`src/rtl/player_data_tx.sv`:
```
// player_data_tx: packs local player state into a 7-byte packet and streams
// it bytewise to the UART transmitter over a valid/ready handshake.
module player_data_tx #(
    parameter logic [7:0]  HEADER   = 8'hA5,
    parameter int unsigned TICK_DIV = 1
) (
    input  logic        clk,
    input  logic        rst,
    input  logic        enable,
    input  logic        frame_tick,
    input  logic [11:0] player_x,
    input  logic [11:0] player_y,
    input  logic        player_flip_h,
    input  logic [1:0]  player_class,
    output logic [7:0]  tx_data,
    output logic        tx_valid,
    input  logic        tx_ready,
    output logic        busy,
    output logic        overrun,
    output logic [15:0] packet_cnt
);

    typedef enum logic {IDLE, SEND} state_t;

    localparam logic [7:0] DIV_LAST = 8'(TICK_DIV - 1);
    localparam logic [2:0] LAST_IDX = 3'd6;

    state_t      state, state_d;
    logic [2:0]  idx, idx_d;
    logic [7:0]  div;
    logic        pending, pending_d;
    logic        overrun_d;
    logic [15:0] cnt_d;
    logic        load;
    logic        req;

    // Frozen copy of the player state for the packet in flight
    logic [11:0] snap_x, snap_y;
    logic        snap_flip;
    logic [1:0]  snap_class;

    logic [7:0]  b1, b2, b3, b4, b5, b6, cur;

    assign req = enable && frame_tick && (div == DIV_LAST);

    // Frame divider: only accepted ticks advance it, it holds while disabled
    always_ff @(posedge clk) begin
        if (rst)
            div <= 8'd0;
        else if (enable && frame_tick)
            div <= (div == DIV_LAST) ? 8'd0 : div + 8'd1;
    end

    // State register plus the snapshot taken whenever a packet (re)starts
    always_ff @(posedge clk) begin
        if (rst) begin
            state      <= IDLE;
            idx        <= 3'd0;
            pending    <= 1'b0;
            overrun    <= 1'b0;
            packet_cnt <= 16'd0;
            snap_x     <= 12'd0;
            snap_y     <= 12'd0;
            snap_flip  <= 1'b0;
            snap_class <= 2'd0;
        end else begin
            state      <= state_d;
            idx        <= idx_d;
            pending    <= pending_d;
            overrun    <= overrun_d;
            packet_cnt <= cnt_d;
            if (load) begin
                snap_x     <= player_x;
                snap_y     <= player_y;
                snap_flip  <= player_flip_h;
                snap_class <= player_class;
            end
        end
    end

    // Next-state: byte sequencing, back-to-back restart, pending/overrun
    always_comb begin
        state_d   = state;
        idx_d     = idx;
        pending_d = pending;
        overrun_d = 1'b0;
        cnt_d     = packet_cnt;
        load      = 1'b0;
        case (state)
            IDLE: begin
                if (req) begin
                    load    = 1'b1;
                    idx_d   = 3'd0;
                    state_d = SEND;
                end
            end
            SEND: begin
                if (tx_ready && idx == LAST_IDX) begin
                    // Final byte leaves: count it and either chain or stop
                    cnt_d     = packet_cnt + 16'd1;
                    idx_d     = 3'd0;
                    pending_d = 1'b0;
                    if ((pending && enable) || req)
                        load = 1'b1;
                    else
                        state_d = IDLE;
                end else begin
                    if (tx_ready)
                        idx_d = idx + 3'd1;
                    if (!enable)
                        pending_d = 1'b0;
                    else if (req) begin
                        if (pending)
                            overrun_d = 1'b1;
                        else
                            pending_d = 1'b1;
                    end
                end
            end
            default: state_d = IDLE;
        endcase
    end

    // Packet bytes derived from the frozen snapshot
    always_comb begin
        b1 = {4'h0, snap_x[11:8]};
        b2 = snap_x[7:0];
        b3 = {4'h0, snap_y[11:8]};
        b4 = snap_y[7:0];
        b5 = {5'b0, snap_class, snap_flip};
        b6 = b1 ^ b2 ^ b3 ^ b4 ^ b5;
        case (idx)
            3'd0:    cur = HEADER;
            3'd1:    cur = b1;
            3'd2:    cur = b2;
            3'd3:    cur = b3;
            3'd4:    cur = b4;
            3'd5:    cur = b5;
            default: cur = b6;
        endcase
    end

    // Outputs depend on registers only, never on tx_ready
    assign tx_valid = (state == SEND);
    assign busy     = (state == SEND);
    assign tx_data  = (state == SEND) ? cur : 8'h00;

endmodule

```
`config.mk`:
```
export PLATFORM = sky130hd
export DESIGN_NAME = player_data_tx
export DESIGN_NICKNAME = d
export VERILOG_FILES = /design/src/rtl/player_data_tx.sv
export SDC_FILE = /design/constraint.sdc
export NUM_CORES = 1
export LEC_CHECK = 0
export ABC_AREA = 1
export BUFFER_PORTS_ARGS = -buffer_cell sky130_fd_sc_hd__buf_2
export CAP_MARGIN = 10
export CORE_MARGIN = 1
export CORE_UTILIZATION = 56
export DETAILED_ROUTE_END_ITERATION = 16
export PLACE_DENSITY = 0.9
export SLEW_MARGIN = 40
export SYNTH_ARGS = -nofsm -noshare
export SYNTH_HDL_FRONTEND = slang
export SYNTH_SLANG_ARGS = --single-unit
```
`constraint.sdc`:
```
create_clock -name clk -period 2 [get_ports clk]
set_input_delay 0.1 -clock clk [delete_from_list [all_inputs] [get_ports clk]]
set_output_delay 0.1 -clock clk [all_outputs]
set_load 0.005 [all_outputs]
```
# --- Word level (Yosys, flattened, before mapping) ---
# Cells that the tools add are included.
totals:
  ff_bits: 57
  word_cells: 57
op_classes:
  n_addsub: 3
  eq_ne: 9
  mux: 17
  bitwise_logic: 7
  reduce_logical: 11
ops:
  columns: ["op", "count"]
  rows:
  - ["one-hot mux 8 bit (6 select lines)", 1]
  - ["adder 16 x 1 -> 16 bit (second input constant)", 1]
  - ["2-to-1 mux 8 bit", 2]
  - ["== test 3 bit (second input constant)", 3]
  - ["2-to-1 mux 3 bit", 3]
  - ["adder 8 x 1 -> 8 bit (second input constant)", 1]
  - ["zero test 8 bit", 1]
  - ["2-to-1 mux 1 bit", 8]
  - ["bitwise XOR 4 x 8 -> 8 bit", 1]
  - ["bitwise XOR 8 x 3 -> 8 bit", 1]
  - ["bitwise XOR 8 x 4 -> 8 bit", 1]
  - ["bitwise XOR 8 bit", 1]
  - ["== test 3 x 2 -> 1 bit (second input constant)", 2]
  - ["one-hot mux 3 bit (2 select lines)", 1]
  - ["AND reduction 2 bit", 3]
  - ["OR reduction 5 bit", 1]
  - ["logical AND 1 bit", 4]
  - ["one-hot mux 1 bit (2 select lines)", 2]
  - ["adder 3 x 1 -> 3 bit (second input constant)", 1]
  - ["== test 3 x 1 -> 1 bit (second input constant)", 1]
  - ["zero test 3 bit", 1]
  - ["!= test 3 x 1 -> 1 bit (second input constant)", 1]
  - ["!= test 3 x 2 -> 1 bit (second input constant)", 1]
  - ["NOT 1 bit", 3]
  - ["2 further kinds", 2]

# --- Depth between registers and ports, before layout ---
depth:
  depth_word: 6
  depth_mapped: 11
  ltp_nobuf: 11

# --- Worst setup path before layout ---
# OpenSTA, ideal clock, no wires.
synth_path:
  path_type: "register -> register"
  from: "reg idx[0]"
  to: "reg snap_class[1]"
  arrival_time_ns: 1.489
  required_ns: 1.890
  setup_slack_ns: 0.401
  stages_incl_launch_ff: 10
  path_buffers: 2
  period_less_slack_ns: 1.599
  cell_sequence: "dfxtp_1 > inv_1 > ha_1 > nand3_1 > nand2_1 > buf_2 > buf_1 > nand4_1 > nand2_1 > nor2_1"
synth_via:
  elab_chain_len: 4
synth_rtl:
  columns: ["element", "line_no", "text"]
  rows:
  - ["start: declaration", "29", "logic [2:0] idx, idx_d;"]
  - ["start signal: assignment", "68", "idx <= idx_d;"]
  - ["== test 3 bit", "98", "if (tx_ready && idx == LAST_IDX) begin"]
  - ["logical AND 1 bit", "98", null]
  - ["2-to-1 mux 1 bit", "98", null]
  - ["one-hot mux 1 bit (2 select lines)", "89", "case (state)"]
  - ["end signal: assignment", "76", "snap_class <= player_class;"]
  - ["end: declaration", "40", "logic [1:0] snap_class;"]
# Every way passes these cells.
# A chain may end at the register's enable or synchronous reset.

# --- Worst setup path after layout ---
layout_path:
  from: "reg idx[1]"
  to: "out tx_data[4]"
layout_via:
  elab_chain_len: 3
  elab_cells_between_ends: 8
  cone_classes: "eq/ne: 5; mux: 2; reduce/logical: 1"
layout_rtl:
  columns: ["element", "line_no", "text"]
  rows:
  - ["== test 3 bit (tied with other cells)", "132", "case (idx)"]
  - ["one-hot mux 8 bit (6 select lines) (*)", "132", null]
  - ["2-to-1 mux 8 bit (*)", "146", "assign tx_data = (state == SEND) ? cur : 8'h00;"]
  - ["end: declaration", "15", "output logic [7:0] tx_data,"]
# Every way passes the cells marked *; elsewhere a longest branch is shown, timed or not.

==> results.json <==
{
  "worstSetupPathType": "reg -> out",
  "cp_common_cell": "ha_4",
  "area_delta_synth_final_pct": 19.7,
  "die_area_mm2": 0.00632,
  "setup_violations": 3,
  "required_ns": 1.90,
  "place_ws_ns": 0.129,
  "synth-main-ff-cell": "dfxtp_1",
  "initial_core_util": 0.596,
  "critical_path_buf_inv_count": 1,
  "drt-initial-drc-count": 208,
  "antenna_cells": 0,
  "clkTransAtPathRegs_ns": 0.07,
  "netlist_area_mm2": 0.00336,
  "synthTopCellsByArea": "dfxtp_1 34%, nand2_1 14%, inv_1 13%",
  "via_count": 3531,
  "wirelength_um": 8580,
  "rows": 27,
  "maxCapViolations": 0,
  "async_flop_share": 0,
  "clock_skew_ns": 0.00786,
  "place.gp.congestion": 0.911,
  "synth.top_cell.area_share": 0.339,
  "numPortBuffers": 58,
  "synth_cell_types": 35,
  "synth_most_common_cell": "nand2_1",
  "p_per_area_mw_per_mm2": 671,
  "min_period_ns": 2.02,
  "viasPerCell": 5.25,
  "worstSkewPairLatency_ns": 0.35,
  "layout-drive-gt1-share": 0.192,
  "finalMaxSlewViolations": 0,
  "worstSetupStartpointType": "flip-flop",
  "cts_tree": "built",
  "synthCells": 532,
  "ant_nets": 0,
  "track_usage": 0.285,
  "clkSinkCount": 57,
  "violations": "setup timing",
  "cp_top_family": "simple AND/OR/NAND/NOR gates",
  "nets": 635,
  "die_x_um": 79.5,
  "cp_slowest_cell": "dfxtp_4",
  "grt_pass1_wl_um": 14000,
  "fmax_mhz": 494,
  "wl_per_cell_um": 12.8,
  "yosysWarnings": 0,
  "antenna_found_initial": 0,
  "grt_max_degree": 32,
  "grt_pass1_vias": 3467,
  "finalHoldViolations": 0,
  "tightest_slew_ns": 0.322,
  "syn-num-nets": 572,
  "ys_seq_area_frac": 0.339,
  "synth_seq_cells": 57,
  "die_h_um": 79.5,
  "min_path_type": "in -> reg",
  "synthTopCellsByCount": "124 x nand2_1, 114 x inv_1, 74 x nor2_1",
  "fin_util": 0.714,
  "cts-buffers-inserted": 9,
  "max-slew-margin-rel": 0.785,
  "p_leak_nw": 1.98,
  "fin_ws_ns": -0.0223,
  "avgSynthCellArea_um2": 6.32,
  "cts_max_path_buffers": 2,
  "slowest_delay_ns": 0.37,
  "peakVddDrop_v": 0.000548,
  "cts-hold-fix-buffers": 0,
  "dpl.hpwl_um": 6000,
  "rsz0062_at_grt": "true",
  "coreArea_mm2": 0.00564,
  "crit_fanout": 6,
  "end_kind": "output pin",
  "cp.arrival_ns": 1.92,
  "root_buffer": "clkbuf_8",
  "path_cells": "ha_4, ha_4, nor3_4, nand2_2, o21ai_1, nand2_1, a21oi_1, buf_2",
  "synth_edf_count": 0,
  "dr.pass1.iters": 6,
  "yosysTopAreaCell": "dfxtp_1",
  "status": "finished with violations",
  "io_pins": 59,
  "period_share": 1.01,
  "fin_setup_tns_ns": -0.0494,
  "cts_max_level": 3,
  "overflow": 0,
  "drc": 0
}
per-stage QoR:
stage          hold WS [ns]  cells  power, mW  cell area (µm²)
2_1_floorplan         0.179    532       1.50             3360
3_3_place_gp          0.421    653       1.60             3720
3_5_place_dp          0.436    653       1.61             3720
4_1_cts              0.0832    671       2.69             3960
5_1_grt               0.111    672       2.80             4030
6_report             0.0779    672       2.70             4030
flip-flops by register name, summed over array words and instances, names as in the netlist:
| name | count |
|---|---|
| busy | 1 |
| div | 8 |
| idx | 3 |
| overrun | 1 |
| packet_cnt | 16 |
| pending | 1 |
| snap_class | 2 |
| snap_flip | 1 |
| snap_x | 12 |
| snap_y | 12 |
where the power goes:
part           internal, mW  switching (mW)
sequential             1.17          0.0310
clock                 0.600           0.489
combinational         0.152           0.260
worst register-to-register path: stages (launching register included):
cell	delay (ns)
dfxtp_4	0.37
inv_2	0.10
ha_1	0.20
nand3_1	0.14
nor2_1	0.12
buf_4	0.19
nand3b_1	0.11
nor2_1	0.23
xor2_1	0.23
nor2_1	0.08
placed cells by master (no fill, tap or decap), types with 9 or more instances in the layout:
master and n:
nand2_1 120, inv_1 109, nor2_1 74, buf_2 58, dfxtp_1 54, nand4_1 32, a21oi_1 20, nand3_1 12
buf_4 12, nor3_1 10, clkbuf_8 10, o21ai_0 9
area by class of cell:
class	count	area, µm²
Inverter	116	435
Tap cell	72	90.1
Sequential cell	57	1150
Timing Repair Buffer	70	380
Multi-Input combinational cell	341	1780
Fill cell	440	1620
Clock buffer	10	138
Clock inverter	6	57.6
cells by family (layout without fill, tap and decap cells):
family | count (synthesis) | after routing | synth area share
XOR/XNOR | 15 | 15 | 0.0390
flip-flops | 57 | 57 | 0.339
AO/OA/AOI/OAI | 56 | 56 | 0.0989
AND/OR/NAND/NOR | 261 | 262 | 0.335
adder cells (fa/ha/maj) | 8 | 8 | 0.0298
buffers and inverters | 135 | 202 | 0.158
repair_timing:
action,CTS,global route
cloned,1,0
setup buffers,1,1
pin swaps,4,5
endpoints found under the setup margin,8,8
gates resized for setup,10,24
final timing paths:
kind / slack (ns) / startpoint / end / cells past startpoint
hold reg to reg: 0.47 / pending$_SDFFE_PP0P_ / pending$_SDFFE_PP0P_ / 2
hold / removal: 0.08 / player_flip_h / snap_flip$_SDFFE_PP0P_ / 5
setup / recovery: -0.02 / idx[1]$_SDFFE_PP0P_ / tx_data[4] / 8
setup reg to reg: 0.12 / idx[0]$_SDFFE_PP0P_ / packet_cnt[11]$_SDFFE_PP0P_ / 9
layer usage:
metal / vias up / routed length, µm / share of wire / track usage
met5: - / 0 / 0 / 0
met4: 0 / 347 / 0.040 / 0.202
met3: 36 / 455 / 0.053 / 0.0571
met2: 129 / 4290 / 0.50 / 0.506
met1: 1596 / 3480 / 0.41 / 0.298
li1: 1770 / - / - / -
No activity file was read; power rests on OpenSTA's default activity.
